[src/rtl/kugelblitz_capture.sv]
// kugelblitz_capture: passive tap on a 512-bit AXI-stream path. Grabs one
// 32-bit little-endian field per frame at a programmable byte offset and
// exposes it, plus frame/capture/short counters, over an AXI-Lite slave.
// The stream itself passes straight through with no added latency.
module kugelblitz_capture #(
   parameter int DATA_WIDTH      = 512,
   parameter int KEEP_WIDTH      = DATA_WIDTH/8,
   parameter int USER_WIDTH      = 1,
   parameter int AXIL_DATA_WIDTH = 32,
   parameter int AXIL_ADDR_WIDTH = 32,
   parameter int AXIL_STRB_WIDTH = AXIL_DATA_WIDTH/8,
   parameter int OFFSET_WIDTH    = 14
) (
   input  logic                       clk,
   input  logic                       rst_n,
   input  logic [DATA_WIDTH-1:0]      s_axis_tdata,
   input  logic [KEEP_WIDTH-1:0]      s_axis_tkeep,
   input  logic                       s_axis_tvalid,
   input  logic                       s_axis_tlast,
   input  logic [USER_WIDTH-1:0]      s_axis_tuser,
   output logic                       s_axis_tready,
   output logic [DATA_WIDTH-1:0]      m_axis_tdata,
   output logic [KEEP_WIDTH-1:0]      m_axis_tkeep,
   output logic                       m_axis_tvalid,
   output logic                       m_axis_tlast,
   output logic [USER_WIDTH-1:0]      m_axis_tuser,
   input  logic                       m_axis_tready,
   input  logic [AXIL_ADDR_WIDTH-1:0] s_axil_awaddr,
   input  logic [2:0]                 s_axil_awprot,
   input  logic                       s_axil_awvalid,
   output logic                       s_axil_awready,
   input  logic [AXIL_DATA_WIDTH-1:0] s_axil_wdata,
   input  logic [AXIL_STRB_WIDTH-1:0] s_axil_wstrb,
   input  logic                       s_axil_wvalid,
   output logic                       s_axil_wready,
   output logic [1:0]                 s_axil_bresp,
   output logic                       s_axil_bvalid,
   input  logic                       s_axil_bready,
   input  logic [AXIL_ADDR_WIDTH-1:0] s_axil_araddr,
   input  logic [2:0]                 s_axil_arprot,
   input  logic                       s_axil_arvalid,
   output logic                       s_axil_arready,
   output logic [AXIL_DATA_WIDTH-1:0] s_axil_rdata,
   output logic [1:0]                 s_axil_rresp,
   output logic                       s_axil_rvalid,
   input  logic                       s_axil_rready
);

   if (DATA_WIDTH != 512) begin : g_bad_data_width
      $fatal(1, "kugelblitz_capture: DATA_WIDTH must be 512");
   end
   if (KEEP_WIDTH*8 != DATA_WIDTH) begin : g_bad_keep_width
      $fatal(1, "kugelblitz_capture: KEEP_WIDTH*8 must equal DATA_WIDTH");
   end
   if (AXIL_DATA_WIDTH != 32) begin : g_bad_axil_width
      $fatal(1, "kugelblitz_capture: AXIL_DATA_WIDTH must be 32");
   end

   // word index covers the offset bits above the 64-byte beat; the beat
   // counter carries one extra bit so it saturates beyond any word index
   localparam int WW  = OFFSET_WIDTH - 6;
   localparam int BCW = WW + 1;

   localparam logic [5:0] A_CTRL = 6'h00, A_OFFSET = 6'h01, A_DATA  = 6'h02,
                          A_STAT = 6'h03, A_FRAME  = 6'h04, A_CAPT  = 6'h05,
                          A_SHORT = 6'h06;

   assign m_axis_tdata  = s_axis_tdata;
   assign m_axis_tkeep  = s_axis_tkeep;
   assign m_axis_tvalid = s_axis_tvalid;
   assign m_axis_tlast  = s_axis_tlast;
   assign m_axis_tuser  = s_axis_tuser;
   assign s_axis_tready = m_axis_tready;

   logic                    enable_q, valid_q, overrun_q, hit_q, bvalid_q, rvalid_q, rd_data_q;
   logic [OFFSET_WIDTH-1:0] offset_q, shadow_q, eff_off;
   logic [BCW-1:0]          beat_cnt_q;
   logic [31:0]             cap_data_q, frame_cnt_q, capt_cnt_q, short_cnt_q, rdata_q;
   logic [31:0]             strb_mask, off_wr, rd_mux;
   logic [WW-1:0]           word_idx;
   logic [3:0]              lane, lane_keep;
   logic [31:0]             lane_data;
   logic                    beat, capture, frame_inc, short_inc;
   logic                    aw_hs, ar_hs, clear_pulse, ovr_w1c, data_read_done;

   assign beat      = s_axis_tvalid & m_axis_tready;
   assign eff_off   = (beat_cnt_q == '0) ? offset_q : shadow_q;
   assign word_idx  = eff_off[OFFSET_WIDTH-1:6];
   assign lane      = eff_off[5:2];
   assign lane_keep = s_axis_tkeep[{lane, 2'b00} +: 4];
   assign lane_data = s_axis_tdata[{lane, 5'b00000} +: 32];
   assign capture   = enable_q & beat & (beat_cnt_q == {1'b0, word_idx}) & (lane_keep == 4'hF);
   assign frame_inc = enable_q & beat & s_axis_tlast;
   assign short_inc = frame_inc & ~(hit_q | capture);

   assign aw_hs          = s_axil_awvalid & s_axil_wvalid & ~bvalid_q;
   assign s_axil_awready = aw_hs;
   assign s_axil_wready  = aw_hs;
   assign s_axil_bvalid  = bvalid_q;
   assign s_axil_bresp   = 2'b00;
   assign ar_hs          = s_axil_arvalid & ~rvalid_q;
   assign s_axil_arready = ar_hs;
   assign s_axil_rvalid  = rvalid_q;
   assign s_axil_rdata   = rdata_q;
   assign s_axil_rresp   = 2'b00;

   assign clear_pulse    = aw_hs & (s_axil_awaddr[7:2] == A_CTRL) & s_axil_wstrb[0] & s_axil_wdata[1];
   assign ovr_w1c        = aw_hs & (s_axil_awaddr[7:2] == A_STAT) & s_axil_wstrb[0] & s_axil_wdata[1];
   assign data_read_done = rvalid_q & s_axil_rready & rd_data_q;

   // byte-strobe merge of a write into the offset register
   always_comb begin
      strb_mask = '0;
      for (int i = 0; i < 4; i++) strb_mask[i*8 +: 8] = {8{s_axil_wstrb[i]}};
      off_wr = ({{(32-OFFSET_WIDTH){1'b0}}, offset_q} & ~strb_mask) | (s_axil_wdata & strb_mask);
   end

   // register read mux; unmapped addresses read zero
   always_comb begin
      rd_mux = '0;
      case (s_axil_araddr[7:2])
         A_CTRL:   rd_mux = {31'b0, enable_q};
         A_OFFSET: rd_mux = {{(32-OFFSET_WIDTH){1'b0}}, offset_q};
         A_DATA:   rd_mux = cap_data_q;
         A_STAT:   rd_mux = {30'b0, overrun_q, valid_q};
         A_FRAME:  rd_mux = frame_cnt_q;
         A_CAPT:   rd_mux = capt_cnt_q;
         A_SHORT:  rd_mux = short_cnt_q;
         default:  rd_mux = '0;
      endcase
   end

   // frame tracking: beat position, offset shadow, per-frame hit flag
   always_ff @(posedge clk or negedge rst_n) begin
      if (!rst_n) begin
         beat_cnt_q <= '0;
         shadow_q   <= '0;
         hit_q      <= 1'b0;
      end else if (beat) begin
         if (beat_cnt_q == '0) shadow_q <= offset_q;
         if (s_axis_tlast) begin
            beat_cnt_q <= '0;
            hit_q      <= 1'b0;
         end else begin
            if (beat_cnt_q != '1) beat_cnt_q <= beat_cnt_q + BCW'(1);
            if (capture) hit_q <= 1'b1;
         end
      end
   end

   // captured field and status flags; a capture beats a same-cycle read clear or W1C
   always_ff @(posedge clk or negedge rst_n) begin
      if (!rst_n) begin
         cap_data_q <= '0;
         valid_q    <= 1'b0;
         overrun_q  <= 1'b0;
      end else begin
         if (capture) begin
            cap_data_q <= lane_data;
            valid_q    <= 1'b1;
         end else if (data_read_done) begin
            valid_q    <= 1'b0;
         end
         if (capture && valid_q) overrun_q <= 1'b1;
         else if (ovr_w1c)       overrun_q <= 1'b0;
      end
   end

   // event counters; CLEAR takes priority over a same-cycle increment
   always_ff @(posedge clk or negedge rst_n) begin
      if (!rst_n) begin
         frame_cnt_q <= '0;
         capt_cnt_q  <= '0;
         short_cnt_q <= '0;
      end else if (clear_pulse) begin
         frame_cnt_q <= '0;
         capt_cnt_q  <= '0;
         short_cnt_q <= '0;
      end else begin
         if (frame_inc) frame_cnt_q <= frame_cnt_q + 32'd1;
         if (capture)   capt_cnt_q  <= capt_cnt_q + 32'd1;
         if (short_inc) short_cnt_q <= short_cnt_q + 32'd1;
      end
   end

   // AXI-Lite write channel and rw registers
   always_ff @(posedge clk or negedge rst_n) begin
      if (!rst_n) begin
         bvalid_q <= 1'b0;
         enable_q <= 1'b0;
         offset_q <= '0;
      end else begin
         if (aw_hs) begin
            bvalid_q <= 1'b1;
            if (s_axil_awaddr[7:2] == A_CTRL && s_axil_wstrb[0]) enable_q <= s_axil_wdata[0];
            if (s_axil_awaddr[7:2] == A_OFFSET) offset_q <= off_wr[OFFSET_WIDTH-1:0];
         end else if (s_axil_bready) begin
            bvalid_q <= 1'b0;
         end
      end
   end

   // AXI-Lite read channel; rdata is frozen while rvalid is high
   always_ff @(posedge clk or negedge rst_n) begin
      if (!rst_n) begin
         rvalid_q  <= 1'b0;
         rdata_q   <= '0;
         rd_data_q <= 1'b0;
      end else if (ar_hs) begin
         rvalid_q  <= 1'b1;
         rdata_q   <= rd_mux;
         rd_data_q <= (s_axil_araddr[7:2] == A_DATA);
      end else if (s_axil_rready) begin
         rvalid_q  <= 1'b0;
      end
   end

   logic unused_ok;
   assign unused_ok = ^{s_axil_awprot, s_axil_arprot, s_axil_awaddr, s_axil_araddr,
                        off_wr, eff_off[1:0]};

endmodule
[config.mk]
export PLATFORM = sky130hd
export DESIGN_NAME = kugelblitz_capture
export DESIGN_NICKNAME = d
export VERILOG_FILES = /design/src/rtl/kugelblitz_capture.sv
export SDC_FILE = /design/constraint.sdc
export NUM_CORES = 1
export LEC_CHECK = 0
export BUFFER_PORTS_ARGS = -buffer_cell sky130_fd_sc_hd__buf_4
export CORE_AREA = 2 2 515 517
export DETAILED_ROUTE_END_ITERATION = 6
export DIE_AREA = 0 0 517 519
export SYNTH_ARGS = -nofsm -noshare
export SYNTH_HDL_FRONTEND = slang
export SYNTH_SLANG_ARGS = --single-unit
[constraint.sdc]
create_clock -name clk -period 3.7 [get_ports clk]
set_clock_uncertainty 0.15 [all_clocks]
set_input_delay 0.37 -clock clk [delete_from_list [all_inputs] [get_ports clk]]
set_output_delay 0.37 -clock clk [all_outputs]
set_load 0.005 [all_outputs]
[After elaboration in Yosys (flattened, before gate mapping)]
Index checks and enable logic that the tools add are counted.
Storage, ports and cells
  register bits: 204
  input port bits: 693
  output and inout bits: 621
Operators by class
  add/subtract/negate cells: 4
  equality and inequality tests: 11
  shift-type cells: 2
  muxes and demuxes: 20
  bitwise operators: 25
  reduce and logical (&&, ||, !) cells: 19
Operators with widths (count)
  $shiftx A512 B10 Y32: 1
  $pmux W32 S7: 1
  $mux W32: 6
  $add A32 B1 Y32 const B: 3
  $shiftx A64 B7 Y4: 1
  $and A14 B14 Y14: 2
  $eq A6 B2 Y1 const B: 3
  $eq A6 B3 Y1 const B: 3
  $mux W9: 2
  $reduce_bool A2 Y1: 9
  $and A1 B1 Y1: 17
  $mux W14: 1
  $not A14 Y14: 1
  $or A14 B14 Y14: 1
  $eq A6 B1 Y1 const B: 2
  $logic_not A6 Y1: 2
  $mux W1: 10
  $reduce_and A2 Y1: 5
  $add A9 B1 Y9 const B: 1
  $eq A9 B8 Y1: 1
  $logic_not A9 Y1: 1
  $ne A9 B9 Y1 const B: 1
  $eq A4 B4 Y1 const B: 1
  $not A1 Y1: 3
  other kinds (2): 3

[Logic depth before layout (Yosys ltp)]
Gate-level depths: netlist of run 1.
  depth after elaboration: 10
  mapped depth: 14
  mapped depth without buffers: 10

[Worst setup path after synthesis of run 1]
OpenSTA, ideal clock, no wires.
  path kind: reg2reg
  start: register beat_cnt_q[0]
  end: register short_cnt_q[10]
  setup time: 0.078 ns
  data arrival time: 3.166 ns
  slack: 0.306 ns
  stages on the path, launching flop included: 13
  clock period less this slack: 3.394 ns
  path through: dfrtp_1 -> inv_1 -> ha_1 -> nor4b_4 -> nand2_4 -> mux2i_4 -> mux4_2 -> nor2_1 -> o41a_1 -> clkbuf_1 -> clkbuf_1 -> o31ai_1 -> a21oi_1
Between the ends
  word-level cells in the longest chain between the ends: 9
RTL lines
  from (decl): line 77  | logic [BCW-1:0] beat_cnt_q;
  from (signal assigned): line 145  | if (beat_cnt_q != '1) beat_cnt_q <= beat_cnt_q + BCW'(1);
  $logic_not A9 Y1: line 87  | assign eff_off = (beat_cnt_q == '0) ? offset_q : shadow_q;
  $mux W14
  $shiftx A64 B7 Y4 or $eq A9 B8 Y1 (tied branches): line 90, 92
  $eq A4 B4 Y1 or $and A1 B1 Y1 (tied branches): line 92  | assign capture = enable_q & beat & (beat_cnt_q == {1'b0, word_idx}) & (lane_keep == 4'hF);
  $and A1 B1 Y1 *: line 92
  $or A1 B1 Y1 *: line 94  | assign short_inc = frame_inc & ~(hit_q | capture);
  $not A1 Y1 *: line 94
  $and A1 B1 Y1 *: line 94
  $reduce_bool A2 Y1 (no line) *
  to (signal assigned): line 182  | if (short_inc) short_cnt_q <= short_cnt_q + 32'd1;
  to (decl): line 78  | logic [31:0] cap_data_q, frame_cnt_q, capt_cnt_q, short_cnt_q, rdata_q;
Every way passes the cells marked *; elsewhere a longest branch is shown, timed or not.
A chain may end at the register's enable or synchronous reset.

[Worst setup path after layout of run 1]
  start: register beat_cnt_q[0]
  end: register cap_data_q[22]
Between the ends
  word-level cells in the longest chain between the ends: 5
RTL lines
  $logic_not A9 Y1: line 87
  $mux W14
  $shiftx A64 B7 Y4 or $eq A9 B8 Y1 (tied branches): line 90, 92
  $eq A4 B4 Y1 or $and A1 B1 Y1 (tied branches): line 92
  $and A1 B1 Y1: line 92
  to (signal assigned): line 159  | cap_data_q <= lane_data;
  to (decl): line 78
Parallel ways exist; a longest one is shown, timed or not.

==> impl_metrics.tcl, run 1 <==
set metrics [dict create \
    status "finished clean" \
    hold_start "s_axil_araddr[7]" \
    mostFrequentLayoutCell "buf_4" \
    numPortBuffers 1229 \
    final_net_count 3520 \
    synthArstFlopShare_pct 100.0 \
    hold_viol 0 \
    drive_gt1_share_pct 56.16 \
    grt_pass1_vias 19840 \
    min_period_ns 3.633 \
    crit_fanout 16 \
    cp.required_ns 3.95 \
    fp.coreArea_um2 263400 \
    routed_wl_um 250200 \
    vias_per_cell 3.308 \
    fp.dieArea_um2 268300 \
    final_cell_mix "1325 x buf_4, 285 x nand2_1, 202 x dfrtp_1" \
    yosysWarningCount 0 \
    antenna_found_initial 270 \
    synth_area_um2 19120 \
    worstReg2RegStart "beat_cnt_q[0]" \
    ios 1314 \
    drc 0 \
    gp_congestion 1.072 \
    syn2layout_area_growth_pct 59.23 \
    avgSynthCellArea_um2 8.976 \
    clkLatencyLatePin_ns 0.52 \
    synth.ff_latch_count 202 \
    clockRootBuffer "clkbuf_16" \
    ys.flop_type "dfrtp_1" \
    cts_sinks 202 \
    hpwl_um 231600 \
    start_kind "flop" \
    vias 21290 \
    reg2reg_to "cap_data_q[22]" \
    whs_endpoint "s_axil_rdata[1]" \
    drt-initial-drc-count 1864 \
    start_util_pct 7.258 \
    slew_violations 0 \
    detail_route.wl_per_cell_um 38.88 \
    row_count 189 \
    grt_pass1_wl_um 292200 \
    reg2reg_slack_ns 0.07 \
    setup_viol 0 \
    synth_edf_count 0 \
    ys_types 54 \
    r2r_cells 14 \
    grt_max_degree 91 \
    worst_slew_pin_slew_ns 1.105 \
    cts_buffer_depth 3 \
    track_usage_pct 17.77 \
    min_path_cells 4 \
    hp-class "input pin to flop" \
    grt-ovfl-total 0 \
    fmax_mhz 275.3 \
    arrival_ns 3.88 \
    dr.pass1.iters 6 \
    drtAntennaViolNets 0 \
    crit_path_end_kind "flop" \
    power.total_mw 9.632 \
    cts_tree "done" \
    leakagePower_nw 13.11 \
    fin_hold_ws_ns 0.02734 \
    fp.dieH_um 519 \
    crit_type "flop to flop" \
    slew_headroom_pct 24.43 \
    synth-seq-area-share_pct 26.44 \
    fin_crit_sh_pct 98.18 \
    die_x_um 517 \
    synth_cells 2130 \
    ir_drop_mv 0.3713 \
    drv_cap 0 \
    rsz0062_at_grt "true" \
    power_density_nw_per_um2 316.4 \
    clk_pin_slew_ns 0.07 \
    cts-buffers-inserted 20 \
    cts_max_level 1 \
]
-- kinds of logic (layout without fill, tap and decap cells) --
group,count (synthesis),in the layout,share of synthesized area (%)
buffers and inverters,730,1432,25.97
DFF,202,202,26.44
xor gates and xnor gates,27,27,1.237
adders and majority gates,6,6,0.3926
AOI/OAI and AO/OA,299,299,9.489
other,1,72,0.01961
muxes,211,211,20.04
and+or+nand+nor,654,654,16.41
-- worst max-delay path, stage by stage (launching register included) --
cell     delay (ns)
dfrtp_1        0.39
inv_1          0.09
ha_2           0.19
nor4b_4        0.27
nand2_4        0.15
mux2i_4        0.28
buf_4          0.20
buf_12         0.21
buf_16         0.21
mux4_2         0.50
nand2_1        0.08
nand2_1        0.24
o21ai_2        0.26
buf_4          0.14
o21ai_0        0.06
-- metal layers --
metal	vias up	track usage [%]	routed length [um]	share of wire, %
met5	-	0.1262	1081	0.43
met4	150	3.626	7384	3.0
met3	508	11.23	36430	15
met2	1648	28.82	113600	45
met1	10490	19.48	91670	37
li1	8492	-	-	-
-- final cells by class --
| class | instances | area (um^2) |
|---|---|---|
| diodes | 68 | 170.2 |
| clock buffers | 27 | 588.1 |
| clock inverters | 9 | 150.1 |
| fillers | 30600 | 233000 |
| inverters | 25 | 93.84 |
| multi-input cells | 1201 | 9310 |
| flip-flops and latches | 202 | 5055 |
| well taps | 3533 | 4420 |
| repair buffers | 1371 | 10660 |
-- cells in the mapped netlist (all sizes together) (7+ instances only) --
library cell | count | share of area, %
nand2b | 7 | 0.23
mux2i | 53 | 2.8
and4 | 8 | 0.37
clkbuf | 84 | 1.7
or3 | 16 | 0.52
or4 | 55 | 2.2
dfrtp | 202 | 26
inv | 25 | 0.49
mux2 | 24 | 1.4
nand4 | 37 | 1.2
a2111oi | 13 | 0.60
nor3 | 7 | 0.18
buf | 621 | 24
and3 | 24 | 0.79
xor2 | 16 | 0.73
o31ai | 56 | 2.2
nand3 | 75 | 2.0
o21ai | 115 | 3.0
a221oi | 18 | 0.82
mux4 | 134 | 16
xnor2 | 11 | 0.50
nand2 | 286 | 5.7
nor2 | 114 | 2.2
a21oi | 77 | 2.0
-- registers in the layout, summed over array words and instances, names as in the netlist, 9 cells and up, named ones only --
register and cells:
capt_cnt_q 32, shadow_q 12, frame_cnt_q 32, s_axil_rdata 32
short_cnt_q 32, beat_cnt_q 9, cap_data_q 32
-- through the flow --
stage	worst slack, ns	instances	util, %	TNS, ns	instance area [um^2]
4_1_cts	0.006185	6356	11.38	0	29970
6_report	0.06743	6436	11.56	0	30440
3_5_place_dp	-0.1523	6302	11.03	-0.5770	29050
3_3_place_gp	-0.1353	6302	11.03	-0.4935	29050
5_1_grt	-0.05787	6391	11.51	-0.6513	30330
2_1_floorplan	0.3063	2133	-	0	19130
-- worst max-delay path by stage --
| stage | startpoint | to | slack (ns) | cells past startpoint |
|---|---|---|---|---|
| after floorplan | beat_cnt_q[0] | short_cnt_q[10] | 0.31 | 12 |
| after global placement | beat_cnt_q[0] | cap_data_q[13] | -0.14 | 14 |
| after detailed placement | beat_cnt_q[0] | cap_data_q[13] | -0.15 | 14 |
| after CTS | beat_cnt_q[0] | cap_data_q[13] | 0.006 | 14 |
| after global routing | beat_cnt_q[0] | capt_cnt_q[28] | -0.06 | 13 |
| final | beat_cnt_q[0] | cap_data_q[22] | 0.07 | 14 |
-- power by group --
| part | internal, mW | switching (mW) | leakage, nW |
|---|---|---|---|
| combinational | 2.21 | 2.70 | 9.99 |
| clock | 1.40 | 0.971 | 0.359 |
| sequential | 2.28 | 0.0706 | 2.75 |
| total | 5.89 | 3.74 | 13.1 |
-- repair_timing --
item | in CTS | in global routing
gates cloned | 0 | 4
resized for setup | 6 | 48
hold endpoints to repair | 107 | 0
pin swaps | 0 | 7
hold buffers | 18 | 0
setup endpoints to repair | 5 | 56
buffers inserted | 0 | 8
(Power assumes the default switching activity.)
==> inputs of run 2 (changes only) <==
--- a/config.mk
+++ b/config.mk
@@ -9,6 +9,7 @@
 export CORE_AREA = 2 2 515 517
 export DETAILED_ROUTE_END_ITERATION = 6
 export DIE_AREA = 0 0 517 519
+export PLACE_DENSITY = 0.3
 export SYNTH_ARGS = -nofsm -noshare
 export SYNTH_HDL_FRONTEND = slang
 export SYNTH_SLANG_ARGS = --single-unit
==> impl_metrics.tcl, run 2 (synthesized netlist as in run 1, its figures left out) <==
set metrics [dict create \
    dp_cells 6305 \
    arrival_ns 3.99 \
    cts_max_level 1 \
    cp_top_family "simple AND/OR/NAND/NOR gates" \
    worstReg2RegStart "beat_cnt_q[0]" \
    cts_buffer_depth 3 \
    crit_type "flop to flop" \
    wl_met3_um 33520 \
    power.share.switching_pct 38.81 \
    fillCellCount 30580 \
    cp-startpoint "beat_cnt_q[0]" \
    drc 0 \
    power_density_nw_per_um2 332.6 \
    power.total_mw 10.13 \
    grt-ovfl-total 0 \
    ir_drop_mv 0.3480 \
    cpPeakStageDelay_ns 0.55 \
    drive_gt1_share_pct 55.47 \
    power_frac_clock_pct 28.8 \
    grt_pass1_vias 20240 \
    hpwl_um 217600 \
    met2_wirelength_um 104700 \
    start_util_pct 7.258 \
    leakagePower_nw 13.18 \
    ios 1314 \
    fin_crit_sh_pct 97.48 \
    multiInputGateArea_um2 9224 \
    antenna_found_initial 201 \
    setup_viol 0 \
    reg2reg_slack_ns 0.09 \
    routedLengthMet1_um 91990 \
    final_cell_mix "1321 x buf_4, 284 x nand2_1, 202 x dfrtp_1" \
    hold_viol 0 \
    vias 20620 \
    critPathBufInv 3 \
    detail_route.wl_per_cell_um 36.91 \
    path_cells "inv_1, ha_2, nor4b_4, nand2_4, buf_12, mux2i_4, mux4_2, nor2_2, o41a_2, buf_12, or4_1, a21oi_1" \
    gp_congestion 0.9268 \
    drv_cap 0 \
    track_usage_pct 16.97 \
    mostFrequentLayoutCell "buf_4" \
    clk_pin_slew_ns 0.07 \
    die_x_um 517 \
    final_net_count 3522 \
    routed_wl_um 237000 \
    drt-initial-drc-count 1576 \
    rsz0062_at_grt "false" \
    slew_violations 0 \
    intPower_mw 6.197 \
    dr.pass1.iters 6 \
    register_area_um2 5055 \
    fp.coreArea_um2 263400 \
    worst_path_most_repeated_cell "buf_12" \
    drtAntennaViolNets 0 \
    fp.dieH_um 519 \
    min_period_ns 3.607 \
    fp.dieArea_um2 268300 \
    row_count 189 \
    crit_fanout 59 \
    reg2reg_to "short_cnt_q[28]" \
    syn2layout_area_growth_pct 59.30 \
    stdcell_area_um2 30460 \
    p_switching_mw 3.931 \
    r2r_cells 12 \
    slowest_stage "or4_1" \
    numPortBuffers 1229 \
    hp-class "input pin to asynchronous set/reset pin" \
    maxUsedRoutingLayer "met5" \
    cts_tree "done" \
    place_area_um2 29140 \
    instances_no_fill 6422 \
    clkLatencyLatePin_ns 0.61 \
    grt_max_degree 90 \
    worst_slew_pin_slew_ns 1.152 \
    comb_power_share_pct 47.8 \
    crit_path_end_kind "flop" \
    clockRootBuffer "clkbuf_16" \
    cts_sinks 202 \
    vias_per_cell 3.211 \
    status "finished clean" \
    cp.required_ns 4.08 \
    slew_headroom_pct 21.21 \
    fmax_mhz 277.2 \
    cts-buffers-inserted 29 \
    grt_pass1_wl_um 283600 \
    start_kind "flop" \
    pwr-share-seq_pct 23.3 \
]
[run 2: what timing repair did]
item	4_1_cts	5_1_grt
pin swaps	0	3
gates resized for setup	9	14
hold buffers	18	0
endpoints found under the hold margin	68	0
setup buffers	0	2
endpoints found under the setup margin	7	53
[run 2: through the flow]
step	setup WS, ns	util [%]	hold WS, ns	TNS [ns]
2_1_floorplan	0.3063	-	-0.07559	0
3_3_place_gp	-0.2276	11.06	0.2173	-1.058
3_5_place_dp	-0.2265	11.06	0.2175	-0.7730
4_1_cts	0.008633	11.50	0.09539	0
5_1_grt	0.005059	11.53	0.1090	0
6_report	0.09310	11.56	0.09932	0
[run 2: final cells by class]
class,count,share of cell area (%)
antenna,46,0.3779
clock buffer,44,2.831
clock inverter,7,0.3410
inverter,25,0.3081
multi-input combinational,1201,30.29
sequential,202,16.60
tap,3533,14.51
timing repair buffer,1364,34.75
[run 2: worst max path at each step]
stage                     cells past startpoint         endpoint  slack [ns]
after floorplan                              12  short_cnt_q[10]        0.31
after global placement                       14   cap_data_q[28]       -0.23
after detailed placement                     14   cap_data_q[28]       -0.23
after CTS                                    14   cap_data_q[27]       0.009
after global routing                         12  short_cnt_q[30]       0.005
final                                        12  short_cnt_q[28]        0.09
[run 2: power groups by stage]
| stage | Sequential [mW] | Clock, mW | Combinational [mW] |
|---|---|---|---|
| after floorplan | 2.37 | 0 | 2.08 |
| after global placement | 2.40 | 0 | 4.92 |
| after detailed placement | 2.40 | 0 | 4.90 |
| after CTS | 2.36 | 3.03 | 4.95 |
| after global routing | 2.37 | 3.11 | 5.17 |
| final | 2.36 | 2.92 | 4.84 |
[run 2: metal layers]
metal	vias to the layer above	global-route usage [%]
li1	8469	-
met1	10340	19.46
met2	1403	26.55
met3	335	10.65
met4	80	3.392
met5	-	0
==> inputs of run 3 (changes only) <==
--- a/config.mk
+++ b/config.mk
@@ -10,6 +10,7 @@
 export DETAILED_ROUTE_END_ITERATION = 6
 export DIE_AREA = 0 0 517 519
 export PLACE_DENSITY = 0.3
+export RECOVER_POWER = 25
 export SYNTH_ARGS = -nofsm -noshare
 export SYNTH_HDL_FRONTEND = slang
 export SYNTH_SLANG_ARGS = --single-unit
==> impl_metrics.tcl, run 3 (synthesized netlist as in run 1, its figures left out) <==
set metrics [dict create \
    status "finished with violations" \
    violations "capacitance limit, slew limit" \
    vias_per_cell 3.193 \
    final_cell_mix "1114 x buf_4, 284 x nand2_1, 202 x dfrtp_1" \
    instances_no_fill 6435 \
    vias 20550 \
    fp.coreArea_um2 263400 \
    power_density_nw_per_um2 335.0 \
    grt-ovfl-total 0 \
    hold_start "s_axil_awvalid" \
    ios 1314 \
    drtAntennaViolNets 0 \
    start_kind "flop" \
    worstReg2RegStart "beat_cnt_q[0]" \
    cp-startpoint "beat_cnt_q[0]" \
    cts-buffers-inserted 29 \
    power_frac_clock_pct 29.0 \
    hold_viol 0 \
    arrival_ns 3.99 \
    min_path_cells 3 \
    grt_pass1_vias 20240 \
    cts_tree "done" \
    drc 0 \
    track_usage_pct 16.97 \
    drv_cap 1 \
    grt_pass1_wl_um 283600 \
    die_x_um 517 \
    final_net_count 3522 \
    dpl_worst_slack_ns -0.2265 \
    mostFrequentLayoutCell "buf_4" \
    leakagePower_nw 12.75 \
    worst_slew_pin_slew_ns 1.721 \
    crit_path_end_kind "flop" \
    dr.pass1.iters 5 \
    syn2layout_area_growth_pct 57.26 \
    intPower_mw 6.141 \
    drive_gt1_share_pct 51.60 \
    cts_buffer_depth 3 \
    clk_pin_slew_ns 0.07 \
    grt_max_degree 90 \
    row_count 189 \
    reg2reg_slack_ns 0.09 \
    drt-initial-drc-count 1634 \
    antenna_found_initial 201 \
    dp_cells 6305 \
    gp_congestion 0.9268 \
    power.share.switching_pct 39.03 \
    detail_route.wl_per_cell_um 36.78 \
    fp.dieArea_um2 268300 \
    cp.required_ns 4.08 \
    cts_sinks 202 \
    fin_setup_tns_ns 0 \
    fillCellCount 30680 \
    slew_headroom_pct -14.72 \
    clockRootBuffer "clkbuf_16" \
    start_util_pct 7.258 \
    fp.dieH_um 519 \
    power.total_mw 10.07 \
    routed_wl_um 236700 \
    fmax_mhz 277.3 \
    crit_fanout 59 \
    r2r_cells 12 \
    p_switching_mw 3.931 \
    clkLatencyLatePin_ns 0.61 \
    rsz0062_at_grt "false" \
    crit_type "flop to flop" \
    hp-class "input pin to flop" \
    reg2reg_to "short_cnt_q[28]" \
    whs_endpoint "s_axil_bvalid" \
    setup_viol 0 \
    min_period_ns 3.607 \
    numPortBuffers 1229 \
    hpwl_um 217600 \
    cts_max_level 1 \
    slew_violations 49 \
    fin_crit_sh_pct 97.48 \
    setup_ws_ns 0.09319 \
    pwr-share-seq_pct 23.5 \
    ir_drop_mv 0.3478 \
    comb_power_share_pct 47.5 \
]
run 3: changes by cell type in the layout (fill, tap and decap cells not counted):
cell and delta:
buf_1 +1, buf_4 -207, clkbuf_1 +109, clkbuf_2 +1, clkbuf_4 +97, clkbuf_8 -1
diode_2 +13
run 3: layout make-up:
| type | instances | area, um^2 | share of cell area [%] |
|---|---|---|---|
| multi-input combinational | 1201 | 9224 | 30.68 |
| clock buffer | 44 | 862.1 | 2.867 |
| tap | 3533 | 4420 | 14.70 |
| clock inverter | 7 | 103.9 | 0.3454 |
| antenna | 59 | 147.6 | 0.4910 |
| timing repair buffer | 1364 | 10160 | 33.79 |
| inverter | 25 | 93.84 | 0.3121 |
| sequential | 202 | 5055 | 16.81 |
run 3: critical path: stages (launching register included):
cell	delay [ns]
dfrtp_1	0.39
inv_1	0.09
ha_2	0.20
nor4b_4	0.28
nand2_4	0.13
buf_12	0.19
mux2i_4	0.29
mux4_2	0.28
nor2_2	0.07
o41a_2	0.51
buf_12	0.18
or4_1	0.55
a21oi_1	0.15
run 3: through the flow:
stage | util [%] | cell area, um^2 | hold WS, ns
3_3_place_gp | 11.06 | 29140 | 0.2173
2_1_floorplan | - | 19130 | -0.07559
6_report | 11.41 | 30070 | 0.1110
4_1_cts | 11.50 | 30290 | 0.09539
5_1_grt | 11.37 | 29960 | 0.1090
3_5_place_dp | 11.06 | 29140 | 0.2175
run 3: how the worst max path moves through the flow:
stage | to | cells after the start
after global routing | short_cnt_q[30] | 12
after detailed placement | cap_data_q[28] | 14
final | short_cnt_q[28] | 12
after CTS | cap_data_q[27] | 14
after floorplan | short_cnt_q[10] | 12
after global placement | cap_data_q[28] | 14
run 3: timing repair:
action	in CTS	in global routing
setup buffers	0	2
hold buffers	18	0
pin swaps	0	3
hold endpoints to repair	68	0
resized for setup	9	14
setup endpoints to repair	7	53
run 3: power groups by stage:
stage | combinational, mW | sequential, mW | clock [mW]
2_1_floorplan | 2.08 | 2.37 | 0
3_3_place_gp | 4.92 | 2.40 | 0
3_5_place_dp | 4.90 | 2.40 | 0
4_1_cts | 4.95 | 2.36 | 3.03
5_1_grt | 5.11 | 2.37 | 3.11
6_report | 4.79 | 2.36 | 2.92
run 3: layer usage:
layer  part of all wire [%]  GRT usage, %  vias up
li1                       -             -     8480
met1                     38         19.46    10310
met2                     44         26.55     1341
met3                     15         10.65      341
met4                    2.7         3.392       78
met5                   0.22             0        -
